<file path="config.mk">
export PLATFORM = sky130hd
export DESIGN_NAME = uart_tx_fifo
export DESIGN_NICKNAME = d
export VERILOG_FILES = /design/src/rtl/uart_tx_fifo.sv
export SDC_FILE = /design/constraint.sdc
export NUM_CORES = 1
export LEC_CHECK = 0
export ABC_AREA = 1
export CAP_MARGIN = 20
export CORE_MARGIN = 10
export CORE_UTILIZATION = 28
export CTS_BUF_LIST = sky130_fd_sc_hd__clkbuf_16
export DETAILED_ROUTE_END_ITERATION = 12
export HOLD_SLACK_MARGIN = 0.03
export PLACE_DENSITY = 0.52
export SYNTH_ARGS = -nofsm -noshare
export SYNTH_HDL_FRONTEND = slang
export SYNTH_SLANG_ARGS = --single-unit
</file>
<file path="constraint.sdc">
create_clock -name clk -period 2 [get_ports clk]
set_input_delay 0.2 -clock clk [delete_from_list [all_inputs] [get_ports clk]]
set_output_delay 0.2 -clock clk [all_outputs]
set_load 0.01 [all_outputs]
</file>
<file path="src/rtl/uart_tx_fifo.sv">
// UART transmitter fed by a small write FIFO. Each frame is a start bit, DATA_W data bits
// sent LSB first, an optional parity bit and STOP_BITS stop bits, each CLKS_PER_BIT clocks long.
module uart_tx_fifo #(
   parameter int DATA_W       = 8,
   parameter int CLKS_PER_BIT = 16,
   parameter int PARITY       = 0,
   parameter int STOP_BITS    = 1,
   parameter int FIFO_DEPTH   = 4
) (
   input  logic                            clk,
   input  logic                            rst,
   input  logic [DATA_W-1:0]               data,
   input  logic                            en_tx,
   output logic                            tx_ready,
   output logic                            u_tx,
   output logic                            u_tx_done,
   output logic                            busy,
   output logic [$clog2(FIFO_DEPTH+1)-1:0] fifo_count,
   output logic                            overflow
);

   localparam int AW = $clog2(FIFO_DEPTH);
   localparam int CW = $clog2(FIFO_DEPTH + 1);
   localparam int BW = $clog2(CLKS_PER_BIT);
   localparam int IW = $clog2(DATA_W);

   localparam logic [BW-1:0] BAUD_LAST = BW'(CLKS_PER_BIT - 1);
   localparam logic [IW-1:0] BIT_LAST  = IW'(DATA_W - 1);
   localparam logic [CW-1:0] CNT_FULL  = CW'(FIFO_DEPTH);
   localparam logic          STOP_LAST = 1'(STOP_BITS - 1);

   localparam logic [2:0] S_IDLE  = 3'd0;
   localparam logic [2:0] S_START = 3'd1;
   localparam logic [2:0] S_DATA  = 3'd2;
   localparam logic [2:0] S_PAR   = 3'd3;
   localparam logic [2:0] S_STOP  = 3'd4;

   logic [DATA_W-1:0] mem [FIFO_DEPTH];
   logic [AW-1:0]     wr_ptr;
   logic [AW-1:0]     rd_ptr;
   logic [2:0]        state;
   logic [BW-1:0]     baud_cnt;
   logic [IW-1:0]     bit_idx;
   logic              stop_idx;
   logic [DATA_W-1:0] shift_reg;
   logic              par_bit;
   logic [DATA_W-1:0] head;
   logic              full;
   logic              push;
   logic              pop;
   logic              baud_end;
   logic              stop_end;

   assign full      = (fifo_count == CNT_FULL);
   assign push      = en_tx && !full;
   assign baud_end  = (baud_cnt == BAUD_LAST);
   assign stop_end  = (state == S_STOP) && baud_end && (stop_idx == STOP_LAST);
   // A pop happens from IDLE or on the last stop cycle, so back-to-back frames have no gap.
   assign pop       = (fifo_count != '0) && ((state == S_IDLE) || stop_end);
   assign head      = mem[rd_ptr];
   assign tx_ready  = !full;
   assign busy      = (state != S_IDLE);
   assign u_tx_done = stop_end;

   always_ff @(posedge clk) begin
      if (push) mem[wr_ptr] <= data;
   end

   always_ff @(posedge clk or posedge rst) begin
      if (rst) begin
         wr_ptr     <= '0;
         rd_ptr     <= '0;
         fifo_count <= '0;
         overflow   <= 1'b0;
      end else begin
         if (push) wr_ptr <= wr_ptr + AW'(1);
         if (pop)  rd_ptr <= rd_ptr + AW'(1);
         if (push && !pop)      fifo_count <= fifo_count + CW'(1);
         else if (pop && !push) fifo_count <= fifo_count - CW'(1);
         if (en_tx && full) overflow <= 1'b1;
      end
   end

   always_ff @(posedge clk or posedge rst) begin
      if (rst) begin
         state     <= S_IDLE;
         u_tx      <= 1'b1;
         baud_cnt  <= '0;
         bit_idx   <= '0;
         stop_idx  <= 1'b0;
         shift_reg <= '0;
         par_bit   <= 1'b0;
      end else if (pop) begin
         state     <= S_START;
         u_tx      <= 1'b0;
         baud_cnt  <= '0;
         shift_reg <= head;
         par_bit   <= (PARITY == 1) ? ~(^head) : (^head);
      end else if (state == S_IDLE) begin
         u_tx     <= 1'b1;
         baud_cnt <= '0;
      end else begin
         baud_cnt <= baud_end ? '0 : baud_cnt + BW'(1);
         if (baud_end) begin
            case (state)
               S_START: begin
                  state   <= S_DATA;
                  bit_idx <= '0;
                  u_tx    <= shift_reg[0];
               end
               S_DATA: begin
                  if (bit_idx == BIT_LAST) begin
                     if (PARITY != 0) begin
                        state <= S_PAR;
                        u_tx  <= par_bit;
                     end else begin
                        state    <= S_STOP;
                        u_tx     <= 1'b1;
                        stop_idx <= 1'b0;
                     end
                  end else begin
                     bit_idx   <= bit_idx + IW'(1);
                     shift_reg <= shift_reg >> 1;
                     u_tx      <= shift_reg[1];
                  end
               end
               S_PAR: begin
                  state    <= S_STOP;
                  u_tx     <= 1'b1;
                  stop_idx <= 1'b0;
               end
               S_STOP: begin
                  if (stop_idx == STOP_LAST) begin
                     state <= S_IDLE;
                     u_tx  <= 1'b1;
                  end else begin
                     stop_idx <= 1'b1;
                  end
               end
               default: begin
                  state <= S_IDLE;
                  u_tx  <= 1'b1;
               end
            endcase
         end
      end
   end

endmodule

</file>
# Word level (Yosys, flattened, before mapping)
# Memories as Yosys holds them, arrays and structs flattened.
# Index checks and enable logic that the tools add are counted.
[op_classes]
addsub = 6
reduce_logical = 25
bitwise = 3
muxes = 29
n_eq_ne = 14
[op_table]
columns = ["cell", "n"]
rows = [
  ["8-bit 2-to-1 mux", 5],
  ["3-bit 2-to-1 mux", 8],
  ["4-bit 2-to-1 mux", 3],
  ["3-bit case mux with 4 select lines", 1],
  ["3-bit nonzero test", 4],
  ["5-bit AND reduction", 2],
  ["3-bit equality test, second input constant", 3],
  ["1-bit 2-to-1 mux", 9],
  ["2-bit != test, second input constant", 4],
  ["4-bit AND reduction", 2],
  ["2-bit nonzero test", 4],
  ["1-bit logical AND", 7],
  ["3-bit by 1-bit adder with 3-bit output, second input constant", 2],
  ["3-bit by 2-bit equality test with 1-bit output, second input constant", 2],
  ["3-bit != test, second input constant", 2],
  ["1-bit case mux with 3 select lines", 2],
  ["3-bit case mux with 2 select lines", 1],
  ["2-bit by 1-bit adder with 2-bit output, second input constant", 2],
  ["4-bit by 1-bit adder with 4-bit output, second input constant", 1],
  ["4-bit equality test, second input constant", 1],
  ["4-bit by 3-bit != test with 1-bit output, second input constant", 1],
  ["3-bit by 1-bit equality test with 1-bit output, second input constant", 1],
  ["1-bit logical NOT", 3],
  ["3-bit logical NOT", 1],
  ["other kinds (4)", 6],
]
[totals]
memories = 1
inputBits = 11
mem_bits_rw = 32
elab_cells = 88
output_inout_bits = 8
reg_bits = 28
[memory_table]
columns = ["name", "depth", "word_bits", "read_ports", "rd_clocked_by_memory_dff", "wr", "line_no", "source"]
rows = [
  ["mem", 4, 8, 1, 0, 1, "38", "logic [DATA_W-1:0] mem [FIFO_DEPTH];"],
]

# Depth between registers and ports, before layout
[logic_depth]
word_depth = 8
depth_mapped = 11
depth_no_buf = 10

# Worst setup path before layout
# Ideal clock, no wire load.
[synth_path]
kind = "register -> register"
startpoint = "register baud_cnt[0]"
endpoint = "register fifo_count[2]"
path_buffers = 1
synth_period_minus_slack_ps = 2108
required_time_ps = 1869
setup_ps = 131
stages_incl_launch_ff = 12
slack_ps = -108
t_arrival_ps = 1977
path_cell_list = "dfrtp_1 -> ha_1 -> nand3_4 -> a21oi_4 -> nand2_4 -> buf_6 -> ha_1 -> inv_1 -> fa_1 -> a21oi_1 -> o21ai_0 -> xor2_1"
[synth_between]
elab_chain_cells = 8
elab_cells_between_ends = 10
classes_between = "1 x eq/ne; 1 x mux; 8 x reduce/logical"
[synth_lines]
columns = ["element", "line_no", "source"]
rows = [
  ["start: declaration", "42", "logic [BW-1:0] baud_cnt;"],
  ["start signal: assignment", "103", "baud_cnt <= baud_end ? '0 : baud_cnt + BW'(1);"],
  ["4-bit equality test *", "56", "assign baud_end = (baud_cnt == BAUD_LAST);"],
  ["1-bit logical AND * (2 in a row)", "57", "assign stop_end = (state == S_STOP) && baud_end && (stop_idx == STOP_LAST);"],
  ["1-bit logical OR *", "59", "assign pop = (fifo_count != '0) && ((state == S_IDLE) || stop_end);"],
  ["1-bit logical AND *", "59", ""],
  ["1-bit logical NOT", "78", "if (push && !pop) fifo_count <= fifo_count + CW'(1);"],
  ["1-bit logical AND", "78", ""],
  ["3-bit 2-to-1 mux / 2-bit nonzero test (equally long branches)", "n/a", ""],
  ["end signal: assignment", "78", ""],
  ["end signal: assignment", "79", "else if (pop && !push) fifo_count <= fifo_count - CW'(1);"],
  ["end: declaration", "18", "output logic [$clog2(FIFO_DEPTH+1)-1:0] fifo_count,"],
]
# Mark *: on every way between the ends. The rest lies on a longest branch, timed or not.
# A chain may end at the register's enable or synchronous reset.

# Final worst setup path
[layout_path]
startpoint = "register baud_cnt[0]"
endpoint = "register fifo_count[1]"
# The elaborated chain is that of the path after synthesis.

==> run metrics <==
status finished clean; area leader, netlist edfxtp_1; most frequent cells in the layout nand2_1, inv_1, edfxtp_1, nand3_1, dfrtp_1; final hold vios 0; post-synthesis sequential area ratio around three fifths; Crit. Startpoint baud_cnt[0]$_DFF_PP0_; top cells by area, synth edfxtp_1, dfrtp_1, nand2_1; H-tree levels 3; setup TNS 0 ns; CP Launch Type flip-flop; Yosys warning count 0; Die ar. between 10000 and 15000 sq um; io pins 19; GP Congestion ~0.80; global route total overflow 0; IO Port Bufs 18; Vias/cell about 4.2; placed cell count 448; Crit path largest cell delay 0.44 ns; Slew headroom between 60% and 70%; Core Rows 36; Die Span Y about 120 um; Initial DRT Pass Iterations 4; HPWL Detailed approximately 3600 um; CP Data Required Time ~2.2 ns; setup violators final 0; FMAX 528 MHz; GRT Util Overall about 8.2%; Synth Cell Area 2770 sq um; drt drc 0; Final #Nets around 350; Vias around 1900; r2r worst-path depth 9; Static Leak between 1.5 and 2 nW; period utilisation layout 94.7%; critical path peak fanout 5; worst reg2reg path endpoint fifo_count[1]$_DFFE_PP0P_; cts hold-fix bufs 0; clock sinks a little under 60; Worst Tran Pin Value 0.498 ns; Total Wirelength around 5500 um; Antenna diodes 0; Critical-path top delay cell fa_2; number of global-route vias before repair around 2000; Starting Density between 20% and 30%; Worst path top cell family by delay adder cells; pins over their slew limit 0; CP Class flip-flop to flip-flop; worst vdd ir 0.000662 V; Clock Latency Late Sink around 0.32 ns; Critical Path AT around 2.1 ns; post-route ant nets 0; Area Growth Syn to Fin 25.4%; pin count of the biggest net entering global routing 28; most common cell after layout, fill and taps aside nand2_1; Cell Chain, Critical Path ha_4 > nand3_4 > a21oi_4 > nand2_4 > ha_2 > inv_2 > fa_2 > nor2_2 > a21oi_1; CP Capture Type flip-flop; first-pass GRT wire length 9540 um; pwr/cell area around 1100 nW/um^2; CTS tree yes; Clk pin slew, worst setup/hold paths roughly 0.050 ns; crit path buf inv count 1; post-synthesis cell count between 200 and 300; WL/cell about 12 um; Core Util, Final 35.9%; reg2reg start baud_cnt[0]$_DFF_PP0_; Worst Hold Class input port to asynchronous set/reset pin; Die Wd approximately 120 um; share of cells above drive strength 1 13.0%; root buf cell clkbuf_16; Max-Cap Viols 0; initial antenna violation count 0; total CTS buffers 9; max reg flops 32; Synth top area share 34.7%; CORE AREA about 9700 sq um; R2R setup slack about 0.11 ns; Synth Net Count 312; Layout Cells excl Fill roughly 470; min Tclk post-route about 1.9 ns; Netlist cell types 30; DRT iter0 DRCs around 60; Synth Register Bits between 50 and 60; maximum clock path buffer count 2; syn_area_per_cell approximately 9.5 sq um; clock skew a little under 0.009 ns
-- stage by stage --
| stage | hold WS [ns] | worst slack, ns | area, sq um | power [mW] |
|---|---|---|---|---|
| CTS | 0.265 | 0.0647 | 3460 | 3.71 |
| detailed placement | 0.461 | 0.0614 | 3180 | 2.25 |
| finish | 0.255 | 0.106 | 3470 | 3.68 |
| floorplan | 0.252 | -0.0376 | 2790 | 1.95 |
| global placement | 0.457 | 0.0849 | 3180 | 2.24 |
| global route | 0.331 | -0.0116 | 3470 | 3.88 |
-- cell type report --
type,count,area [sq um]
multi-input combinational,176,928
tap,133,166
clock buffer,9,225
fill,985,6210
clock inverter,7,53.8
timing repair buffer,30,269
sequential,59,1640
inverter,51,191
-- worst reg2reg max path, cell delays in order, from the launching register on --
cell     delay (ns)
dfrtp_1        0.40
ha_4           0.17
nand3_4        0.11
a21oi_4        0.18
nand2_4        0.07
ha_2           0.17
inv_2          0.08
fa_2           0.44
nor2_2         0.12
a21oi_1        0.05
-- kinds of logic after synthesis --
group,Yosys count,share of synthesized area (%)
AOI/OAI and AO/OA,20,4.70
xor gates and xnor gates,6,1.90
adders and majority gates,9,4.34
buffers and inverters,57,8.22
DFF,59,59.1
and+or+nand+nor,141,21.7
-- cells in the mapped netlist (all sizes together) --
library cell   n
ha             8
clkbuf         2
o21bai         1
o21ai         12
clkinv         1
edfxtp        32
xor2           4
or2            1
nor3           1
fa             1
nor2          16
nand3         31
xnor2          2
dfstp          1
nand2         92
dfrtp         26
buf            4
o22ai          1
inv           50
a21oi          6
-- layer usage --
metal	wire length, um	global-route usage, %	vias up
li1	-	-	992
met1	2570	9.50	906
met4	93	4.15	0
met5	0	0	-
met3	193	2.03	6
met2	2610	13.8	32
-- worst max path at each step --
stage                                           end  slack, ns  depth (start not counted)
after floorplan           fifo_count[2]$_DFFE_PP0P_      -0.04                         11
after detailed placement  fifo_count[2]$_DFFE_PP0P_       0.06                          9
after global placement    fifo_count[2]$_DFFE_PP0P_       0.08                          9
after CTS                 fifo_count[2]$_DFFE_PP0P_       0.06                         10
final                     fifo_count[1]$_DFFE_PP0P_       0.11                          9
after global routing      fifo_count[1]$_DFFE_PP0P_      -0.01                          9
-- power breakdown --
group | internal, mW | total [mW] | switching, mW
Sequential | 1.49 | 1.58 | 0.0829
Combinational | 0.285 | 0.667 | 0.382
Clock | 0.937 | 1.44 | 0.501
-- repair_timing --
action	CTS	global route
pin swaps	0	2
endpoints found under the setup margin	1	2
gates resized for setup	1	3
endpoints found under the hold margin	0	0
buffers inserted	0	1
Note: power is estimated with default switching activity, not from simulation.
